File: config.mk
export PLATFORM = sky130hd
export DESIGN_NAME = controlador_partida_flat
export DESIGN_NICKNAME = d
export VERILOG_FILES = /design/src/rtl/controlador_partida_if.sv /design/src/rtl/controlador_partida.sv /design/src/flat_wrapper.sv
export SDC_FILE = /design/constraint.sdc
export NUM_CORES = 1
export LEC_CHECK = 0
export CAP_MARGIN = 20
export CORE_MARGIN = 1
export CORE_UTILIZATION = 55
export DETAILED_ROUTE_END_ITERATION = 7
export PLACE_DENSITY = 0.84
export SYNTH_ARGS = -nofsm -noshare
export SYNTH_HDL_FRONTEND = slang
export SYNTH_SLANG_ARGS = --single-unit
export TNS_END_PERCENT = 20
File: constraint.sdc
create_clock -name clk -period 3.4 [get_ports clk]
set_clock_uncertainty 0.05 [all_clocks]
set_input_delay 0.68 -clock clk [delete_from_list [all_inputs] [get_ports clk]]
set_output_delay 0.68 -clock clk [all_outputs]
set_load 0.01 [all_outputs]
File: src/rtl/controlador_partida_if.sv
// Control/status bundle between the match controller and the Pong datapath side.
interface controlador_partida_if;
  logic       iniciar;
  logic       pausa;
  logic       ponto_jogador;
  logic       ponto_adversario;
  logic       rebateu;
  logic       reseta_fd;
  logic       avanca_bola;
  logic       pausa_fd;
  logic [2:0] pontos_jogador;
  logic [2:0] pontos_adversario;
  logic       venceu_jogo;
  logic       perdeu_jogo;
  logic [2:0] db_estado;

  // Drives the requests/pulses and observes the controller outputs.
  modport master (
    output iniciar, pausa, ponto_jogador, ponto_adversario, rebateu,
    input  reseta_fd, avanca_bola, pausa_fd, pontos_jogador, pontos_adversario,
           venceu_jogo, perdeu_jogo, db_estado
  );

  // The controller itself.
  modport slave (
    input  iniciar, pausa, ponto_jogador, ponto_adversario, rebateu,
    output reseta_fd, avanca_bola, pausa_fd, pontos_jogador, pontos_adversario,
           venceu_jogo, perdeu_jogo, db_estado
  );
endinterface

File: src/rtl/controlador_partida.sv
// Match-level Pong controller: start/serve/pause/end sequencing, scoring and
// the ball-step tick whose period shrinks on every paddle hit.
module controlador_partida #(
  parameter int unsigned PERIODO_INICIAL = 16,
  parameter int unsigned PERIODO_MINIMO  = 4,
  parameter int unsigned DECREMENTO      = 2,
  parameter int unsigned ESPERA_SAQUE    = 8,
  parameter int unsigned PONTOS_VITORIA  = 5,
  parameter int unsigned LARGURA_CONT    = 8
) (
  input  logic                  clk,
  input  logic                  reset,
  controlador_partida_if.slave  bus
);

  localparam int unsigned W = LARGURA_CONT;

  typedef enum logic [2:0] {
    INICIAL = 3'd0,
    PREPARA = 3'd1,
    SAQUE   = 3'd2,
    JOGANDO = 3'd3,
    PAUSADO = 3'd4,
    VENCEU  = 3'd5,
    PERDEU  = 3'd6
  } estado_t;

  estado_t        estado_q, estado_d;
  estado_t        retorno_q, retorno_d;
  logic [2:0]     pontos_j_q, pontos_j_d;
  logic [2:0]     pontos_a_q, pontos_a_d;
  logic [W-1:0]   periodo_q, periodo_d;
  logic [W-1:0]   passo_q, passo_d;
  logic [W-1:0]   saque_q, saque_d;
  logic           pausa_q;
  logic           avanca_q, avanca_d;

  logic           pausa_ev;
  logic [2:0]     pontos_j_inc;
  logic [2:0]     pontos_a_inc;

  assign pausa_ev     = bus.pausa & ~pausa_q;
  assign pontos_j_inc = pontos_j_q + 3'd1;
  assign pontos_a_inc = pontos_a_q + 3'd1;

  // State, counters, scores and the pause edge register.
  always_ff @(posedge clk or negedge reset) begin
    if (!reset) begin
      estado_q   <= INICIAL;
      retorno_q  <= INICIAL;
      pontos_j_q <= 3'd0;
      pontos_a_q <= 3'd0;
      periodo_q  <= W'(PERIODO_INICIAL);
      passo_q    <= '0;
      saque_q    <= '0;
      pausa_q    <= 1'b0;
      avanca_q   <= 1'b0;
    end else begin
      estado_q   <= estado_d;
      retorno_q  <= retorno_d;
      pontos_j_q <= pontos_j_d;
      pontos_a_q <= pontos_a_d;
      periodo_q  <= periodo_d;
      passo_q    <= passo_d;
      saque_q    <= saque_d;
      pausa_q    <= bus.pausa;
      avanca_q   <= avanca_d;
    end
  end

  // Next-state, counter and score update.
  always_comb begin
    estado_d   = estado_q;
    retorno_d  = retorno_q;
    pontos_j_d = pontos_j_q;
    pontos_a_d = pontos_a_q;
    periodo_d  = periodo_q;
    passo_d    = passo_q;
    saque_d    = saque_q;
    avanca_d   = 1'b0;

    case (estado_q)
      INICIAL: begin
        if (bus.iniciar) begin
          estado_d   = PREPARA;
          pontos_j_d = 3'd0;
          pontos_a_d = 3'd0;
        end
      end

      PREPARA: begin
        periodo_d = W'(PERIODO_INICIAL);
        passo_d   = '0;
        saque_d   = '0;
        estado_d  = SAQUE;
      end

      SAQUE: begin
        if (pausa_ev) begin
          estado_d  = PAUSADO;
          retorno_d = SAQUE;
        end else begin
          saque_d = saque_q + W'(1);
          if (saque_q == W'(ESPERA_SAQUE - 1)) begin
            estado_d = JOGANDO;
          end
        end
      end

      JOGANDO: begin
        if (bus.ponto_jogador) begin
          pontos_j_d = pontos_j_inc;
          estado_d   = (pontos_j_inc == 3'(PONTOS_VITORIA)) ? VENCEU : PREPARA;
        end else if (bus.ponto_adversario) begin
          pontos_a_d = pontos_a_inc;
          estado_d   = (pontos_a_inc == 3'(PONTOS_VITORIA)) ? PERDEU : PREPARA;
        end else begin
          if (bus.rebateu) begin
            if (periodo_q >= W'(PERIODO_MINIMO + DECREMENTO)) begin
              periodo_d = periodo_q - W'(DECREMENTO);
            end else begin
              periodo_d = W'(PERIODO_MINIMO);
            end
          end
          if (pausa_ev) begin
            // Counter frozen here so the resumed step keeps its full remaining time.
            estado_d  = PAUSADO;
            retorno_d = JOGANDO;
          end else if (passo_q >= periodo_q - W'(1)) begin
            // >= guards against a period that shrank below the running count.
            passo_d  = '0;
            avanca_d = 1'b1;
          end else begin
            passo_d = passo_q + W'(1);
          end
        end
      end

      PAUSADO: begin
        if (pausa_ev) begin
          estado_d = retorno_q;
        end
      end

      VENCEU, PERDEU: begin
        if (bus.iniciar) begin
          estado_d   = PREPARA;
          pontos_j_d = 3'd0;
          pontos_a_d = 3'd0;
        end
      end

      default: estado_d = INICIAL;
    endcase
  end

  // Moore decode of the state register.
  assign bus.reseta_fd         = (estado_q == INICIAL) || (estado_q == PREPARA);
  assign bus.pausa_fd          = (estado_q == PAUSADO);
  assign bus.venceu_jogo       = (estado_q == VENCEU);
  assign bus.perdeu_jogo       = (estado_q == PERDEU);
  assign bus.db_estado         = estado_q;
  assign bus.avanca_bola       = avanca_q;
  assign bus.pontos_jogador    = pontos_j_q;
  assign bus.pontos_adversario = pontos_a_q;

endmodule

File: src/flat_wrapper.sv
// flat-port wrapper written by rule: the top's interface ports become plain ports
module controlador_partida_flat 
#(
  parameter int unsigned PERIODO_INICIAL = 16,
  parameter int unsigned PERIODO_MINIMO  = 4,
  parameter int unsigned DECREMENTO      = 2,
  parameter int unsigned ESPERA_SAQUE    = 8,
  parameter int unsigned PONTOS_VITORIA  = 5,
  parameter int unsigned LARGURA_CONT    = 8
)
  (clk, reset, bus_iniciar, bus_pausa, bus_ponto_jogador, bus_ponto_adversario, bus_rebateu, bus_reseta_fd, bus_avanca_bola, bus_pausa_fd, bus_pontos_jogador, bus_pontos_adversario, bus_venceu_jogo, bus_perdeu_jogo, bus_db_estado);
  controlador_partida_if bus_i ();
  input  logic clk;
  input  logic reset;
  input wire logic [$bits(bus_i.iniciar)-1:0] bus_iniciar;
  input wire logic [$bits(bus_i.pausa)-1:0] bus_pausa;
  input wire logic [$bits(bus_i.ponto_jogador)-1:0] bus_ponto_jogador;
  input wire logic [$bits(bus_i.ponto_adversario)-1:0] bus_ponto_adversario;
  input wire logic [$bits(bus_i.rebateu)-1:0] bus_rebateu;
  output wire logic [$bits(bus_i.reseta_fd)-1:0] bus_reseta_fd;
  output wire logic [$bits(bus_i.avanca_bola)-1:0] bus_avanca_bola;
  output wire logic [$bits(bus_i.pausa_fd)-1:0] bus_pausa_fd;
  output wire logic [$bits(bus_i.pontos_jogador)-1:0] bus_pontos_jogador;
  output wire logic [$bits(bus_i.pontos_adversario)-1:0] bus_pontos_adversario;
  output wire logic [$bits(bus_i.venceu_jogo)-1:0] bus_venceu_jogo;
  output wire logic [$bits(bus_i.perdeu_jogo)-1:0] bus_perdeu_jogo;
  output wire logic [$bits(bus_i.db_estado)-1:0] bus_db_estado;
  assign bus_i.iniciar = bus_iniciar;
  assign bus_i.pausa = bus_pausa;
  assign bus_i.ponto_jogador = bus_ponto_jogador;
  assign bus_i.ponto_adversario = bus_ponto_adversario;
  assign bus_i.rebateu = bus_rebateu;
  assign bus_reseta_fd = bus_i.reseta_fd;
  assign bus_avanca_bola = bus_i.avanca_bola;
  assign bus_pausa_fd = bus_i.pausa_fd;
  assign bus_pontos_jogador = bus_i.pontos_jogador;
  assign bus_pontos_adversario = bus_i.pontos_adversario;
  assign bus_venceu_jogo = bus_i.venceu_jogo;
  assign bus_perdeu_jogo = bus_i.perdeu_jogo;
  assign bus_db_estado = bus_i.db_estado;
  controlador_partida #(.PERIODO_INICIAL(PERIODO_INICIAL), .PERIODO_MINIMO(PERIODO_MINIMO), .DECREMENTO(DECREMENTO), .ESPERA_SAQUE(ESPERA_SAQUE), .PONTOS_VITORIA(PONTOS_VITORIA), .LARGURA_CONT(LARGURA_CONT)) u_core (.clk(clk), .reset(reset), .bus(bus_i));
endmodule
Yosys cells after proc, flatten, opt, wreduce, memory -nomap -nowiden
Cells that the tools add are included.

word-level totals
  bits of input ports = 7
  register bits = 38
  output and inout bits = 14

cells by class
  $lt $le $gt $ge = 2
  bitwise logic cells = 2
  equality and inequality tests = 22
  reduce and logical (&&, ||, !) cells = 14
  add/sub/neg operators = 6
  multiplexer cells = 38

operator list
  kind                                                                    count
  8-bit 2-to-1 mux                                                        9
  3-bit 2-to-1 mux                                                        17
  8-bit one-hot mux with 2 select lines                                   3
  3-bit one-hot mux with 2 select lines                                   3
  8-bit by 1-bit adder with 8-bit output (second input constant)          2
  4-bit AND reduction                                                     4
  3-bit equality test (second input constant)                             5
  3-bit one-hot mux with 5 select lines                                   1
  2-bit != test (second input constant)                                   7
  8-bit by 3-bit equality test with 1-bit output (second input constant)  1
  8-bit by 3-bit >= comparator with 1-bit output (second input constant)  1
  8-bit >= comparator                                                     1
  2-bit by 1-bit != test with 1-bit output (second input constant)        4
  2-bit nonzero test                                                      4
  8-bit by 1-bit subtractor with 8-bit output (second input constant)     1
  8-bit by 2-bit subtractor with 8-bit output (second input constant)     1
  3-bit by 1-bit adder with 3-bit output (second input constant)          2
  3-bit by 2-bit equality test with 1-bit output (second input constant)  2
  1-bit 2-to-1 mux                                                        5
  5-bit AND reduction                                                     1
  4-bit by 3-bit != test with 1-bit output (second input constant)        1
  3-bit by 1-bit equality test with 1-bit output (second input constant)  1
  3-bit zero test                                                         1
  3-bit by 1-bit != test with 1-bit output (second input constant)        1
  6 further kinds                                                         6

Depth between registers and ports, before layout
  word-level depth = 7
  depth in mapped cells = 10
  gate-level depth less buffers = 10

Least setup slack after synthesis
OpenSTA, ideal clock, no wires.

  path kind = register to register
  from = register u_core.periodo_q[5]
  to = register u_core.passo_q[5]
  data required time = 3285 ps
  data arrival time = 2249 ps
  cell stages (with the launch flop) = 11
  setup time = 65 ps
  setup slack = 1035 ps
  clock period less this slack = 2365 ps
  path through = dfrtp_1 or3_1 nor2_1 nand2_1 xor2_1 ha_1 a21oi_1 o211ai_2 a41o_1 o21ai_1 a22o_1

on the way
  cells in the longest elaborated chain, start to end = 7

ends and longest elaborated chain
  item                                         RTL line                    text
  start: declaration                           controlador_partida.sv:32   logic [W-1:0] periodo_q, periodo_d;
  start signal: assignment                     controlador_partida.sv:53   periodo_q <= W'(PERIODO_INICIAL);
  start signal: assignment                     controlador_partida.sv:63   periodo_q <= periodo_d;
  8-bit by 1-bit subtractor with 8-bit output  controlador_partida.sv:129  end else if (passo_q >= periodo_q - W'(1)) begin
  8-bit >= comparator                          controlador_partida.sv:129
  8-bit 2-to-1 mux                             controlador_partida.sv:129
  8-bit 2-to-1 mux                             controlador_partida.sv:125  if (pausa_ev) begin
  8-bit 2-to-1 mux                             controlador_partida.sv:114  end else if (bus.ponto_adversario) begin
  8-bit 2-to-1 mux                             controlador_partida.sv:111  if (bus.ponto_jogador) begin
  8-bit one-hot mux with 2 select lines        controlador_partida.sv:82   case (estado_q)
  end signal: assignment                       controlador_partida.sv:64   passo_q <= passo_d;
  end: declaration                             controlador_partida.sv:33   logic [W-1:0] passo_q, passo_d;

Every way passes these cells. The select of a mux whose other input is x is not followed.
A chain may end at the register's enable or synchronous reset.

Worst setup path after layout
  from = register u_core.periodo_q[5]
  to = register u_core.passo_q[3]

The elaborated chain is that of the path after synthesis.

==> results.txt <==
----------------------------------------------------
[Run status]
  Run status ... finished, final reports clean

[Yosys]
  Sequential element share of the synthesized area ... 39.1%
  Async set-reset flop share out of synthesis ... 100%
  Mux cell area share after synthesis ... 0.922%
  Synthesized net count ... 281
  Cell area after synthesis ... 0.00231 mm^2
  Number of warning messages in the yosys log ... 0
  Number of distinct library cells after synthesis ... 55
  Largest family of logic cells by synthesized area ... compound AO/OA/AOI/OAI gates
  Synth Area in Simple Gates ... 21.1%
  Number of enable-type register cells in the synthesized netlist ... 0
  Count of state elements after synthesis ... 36
  Mapped Cells ... 259
  Avg Synthesized Cell Area ... 8.91 um^2
  Synthesized-area fraction occupied by ao, oa, aoi and oai cells ... 23.6%
  Fraction of synthesized cell area in xor and xnor cells ... 4.18%
  Adder and majority gate portion of the synthesized area ... 8.13%
  Prevailing post-synth register cell ... sky130_fd_sc_hd__dfrtp_1

[Setup path]
  Crit path launch type ... flop
  Worst r2r src ... u_core.periodo_q[5]
  Cell seen most often among critical-path stages ... sky130_fd_sc_hd__nand2_1
  Crit-path max cell delay ... 0.40 ns
  Worst path slowest cell ... sky130_fd_sc_hd__dfrtp_1
  Worst setup slack for register-to-register paths ... 0.74 ns
  Depth of the worst register-to-register path ... 10
  Critical Path Sink Type ... flop
  Buf+Inv Stages, Crit Path ... 0
  Endpoint of the worst-slack reg-to-reg timing path ... u_core.passo_q[3]
  Crit Path Max Fanout ... 3
  Required time worst endpoint ... 3.55 ns
  Worst endpoint data arrival time ... 2.81 ns
  Crit Path Category ... flop to flop
  Critical path's top delay family ... compound AO/OA/AOI/OAI gates
  Ordered list of cells on the worst path ... or3_1 > nor2_1 > nand2_1 > xor2_1 > ha_1 > a21oi_1 > o211ai_2 > a41oi_2 > nand2_1 > o31ai_1

[Place]
  Weighted congestion reported at the end of routability-driven placement ... 0.840
  Pre-CTS WS ... 0.771 ns
  Number of input and output port buffers inserted ... 20
  HPWL after detailed placement ... 3530 um

[Routing]
  Post-route ant nets ... 0
  First drt pass iteration count ... 4
  Post-detailed-routing wire length ... 4790 um
  Initial drt markers ... 185
  Post-DR wirelength/cell ... 14.4 um
  Vias per std cell ... 5.86
  Via total after detailed routing ... 1950
  Drt drc ... 0

[STA]
  Achievable Freq ... 377 MHz
  Final setup fails ... 0
  Final Hold Slack ... 0.442 ns
  Crit share post-route ... 78.1%
  RSZ-0062 raised after global routing ... false
  Setup TNS Final ... 0 ns
  Min setup slack post-route ... 0.744 ns
  Total count of max-transition violations in the final report ... 0
  Slew at the pin closest to its max-slew limit ... 0.544 ns
  Endpoints failing hold ... 0
  Relative slew slack ... 63.5%
  Final worst path period need ... 2.66 ns

[Floorplan]
  DIE WIDTH ... 66.8 um
  Die extent in y ... 66.8 um
  I/O pin total ... 21
  Core region area ... 0.00400 mm^2
  Total die area ... 0.00446 mm^2
  Number of placement rows ... 23
  Starting density of the core ... 57.7%

[Global routing]
  Largest net degree at the start of global routing ... 37
  Overall routing resource usage ... 24.7%
  Global route overflow ... 0
  Vias in the first global route ... 1730
  First-pass GRT wire length ... 8150 um
  Number of antenna violations at the first check in global routing ... 0

[Finish]
  Most frequent cells in the layout ... sky130_fd_sc_hd__dfrtp_1, sky130_fd_sc_hd__nand2_1, sky130_fd_sc_hd__nor2_1
  Share of layout cells above drive strength 1 ... 9.89%
  Antenna fix cells ... 0
  Most frequent standard cell in the layout excluding fill and tap cells ... sky130_fd_sc_hd__dfrtp_1
  Core utilization of the finished layout ... 66.1%
  # nets final ... 304
  Area added between synthesis and finish ... 14.6%
  Fill count ... 310

[CTS]
  Number of gates resized after CTS ... 0
  Buffer cell driving the clock tree root ... sky130_fd_sc_hd__clkbuf_8
  Maximum buffer depth of the clock tree ... 2
  Insertion delay to the later sink of the worst-skew pair ... 0.29 ns
  CTS tree ... done
  Post-CTS Hold Buffers ... 0
  H-tree depth reported by CTS ... 2
  Clock-pin slew of the registers on the worst-case setup and hold paths ... 0.07 ns
  Number of buffers inserted to repair setup after CTS ... 0
  Total CTS buffers ... 5
  CTS sink count ... 36

[Power and ir drop]
  PwrDens ... 796 mW/mm^2
  Leak pwr ... 1.15 nW
  Worst vdd rail ir drop ... 0.393 mV
  Post-layout total power ... 2.11 mW

[Hold path]
  Number of cells on the worst hold path ... 1
  Worst Min Path Start ... u_core.retorno_q[1]
  Path class of the lowest-slack min-delay path ... flop to flop
  Destination of the worst hold path ... u_core.retorno_q[1]

[Flow run]
  MaxCap Viol Count ... 0

----------------------------------------------------
cell usage after synthesis (4+ instances only):
master	n	share of area (%)
sky130_fd_sc_hd__a21oi_1	16	3.5
sky130_fd_sc_hd__a22o_1	4	1.5
sky130_fd_sc_hd__a31oi_1	4	1.1
sky130_fd_sc_hd__and2_1	4	1.1
sky130_fd_sc_hd__dfrtp_1	35	38
sky130_fd_sc_hd__ha_1	15	8.1
sky130_fd_sc_hd__inv_1	10	1.6
sky130_fd_sc_hd__nand2_1	30	4.9
sky130_fd_sc_hd__nand3_1	10	2.2
sky130_fd_sc_hd__nor2_1	22	3.6
sky130_fd_sc_hd__nor3_1	9	2.0
sky130_fd_sc_hd__o21ai_0	16	3.5
sky130_fd_sc_hd__o21ai_1	13	2.8
sky130_fd_sc_hd__xnor2_1	5	1.9
sky130_fd_sc_hd__xor2_1	6	2.3
worst max path at each step:
stage | start | to | slack (ns) | cells past startpoint
after floorplan | u_core.periodo_q[5] | u_core.passo_q[5] | 1.04 | 10
after global placement | u_core.periodo_q[5] | u_core.passo_q[3] | 0.88 | 10
after detailed placement | u_core.periodo_q[5] | u_core.passo_q[3] | 0.77 | 10
after global routing | u_core.periodo_q[5] | u_core.passo_q[3] | 0.58 | 10
after CTS | u_core.periodo_q[5] | u_core.passo_q[3] | 0.75 | 10
final | u_core.periodo_q[5] | u_core.passo_q[3] | 0.74 | 10
sequential cells by signal, summed over array words and instances (netlist names):
signal,count
u_core.passo_q,8
u_core.saque_q,8
u_core.periodo_q,7
u_core.bus.db_estado,3
u_core.bus.pontos_adversario,3
u_core.bus.pontos_jogador,3
u_core.retorno_q,2
u_core.bus.avanca_bola,1
u_core.pausa_q,1
power breakdown:
| group | internal (mW) | switching, mW | total, mW |
|---|---|---|---|
| registers | 0.521 | 0.157 | 0.678 |
| clock network | 0.165 | 0.153 | 0.318 |
| logic | 0.455 | 0.656 | 1.11 |
| total | 1.14 | 0.965 | 2.11 |
stage by stage:
| stage | instance area (um^2) | std cells |
|---|---|---|
| after floorplan | 2310 | 259 |
| after global placement | 2550 | 325 |
| after detailed placement | 2550 | 325 |
| after CTS | 2650 | 333 |
| after global routing | 2650 | 333 |
| final | 2650 | 333 |
cell families (layout without fill, tap and decap cells):
kind of cell / after synthesis / in the layout
AO/OA/AOI/OAI: 81 / 81
XOR/XNOR: 11 / 11
adder cells (fa/ha/maj): 15 / 15
buffers and inverters: 17 / 41
flip-flops: 36 / 36
multiplexers: 2 / 2
AND/OR/NAND/NOR: 97 / 97
area by class of cell:
type	count	area (um^2)	area share, %
clock buffer	8	90.1	3.41
inverter	12	45.0	1.70
multi-input combinational	206	1340	50.6
sequential	36	902	34.1
tap	50	62.6	2.37
timing repair buffer	21	208	7.85
metal layers:
layer	track usage [%]	part of all wire [%]
met1	33.0	48
met2	38.8	46
met3	5.31	4.7
met4	9.57	1.5
met5	0	0
Note: power is estimated with default switching activity, not from simulation.
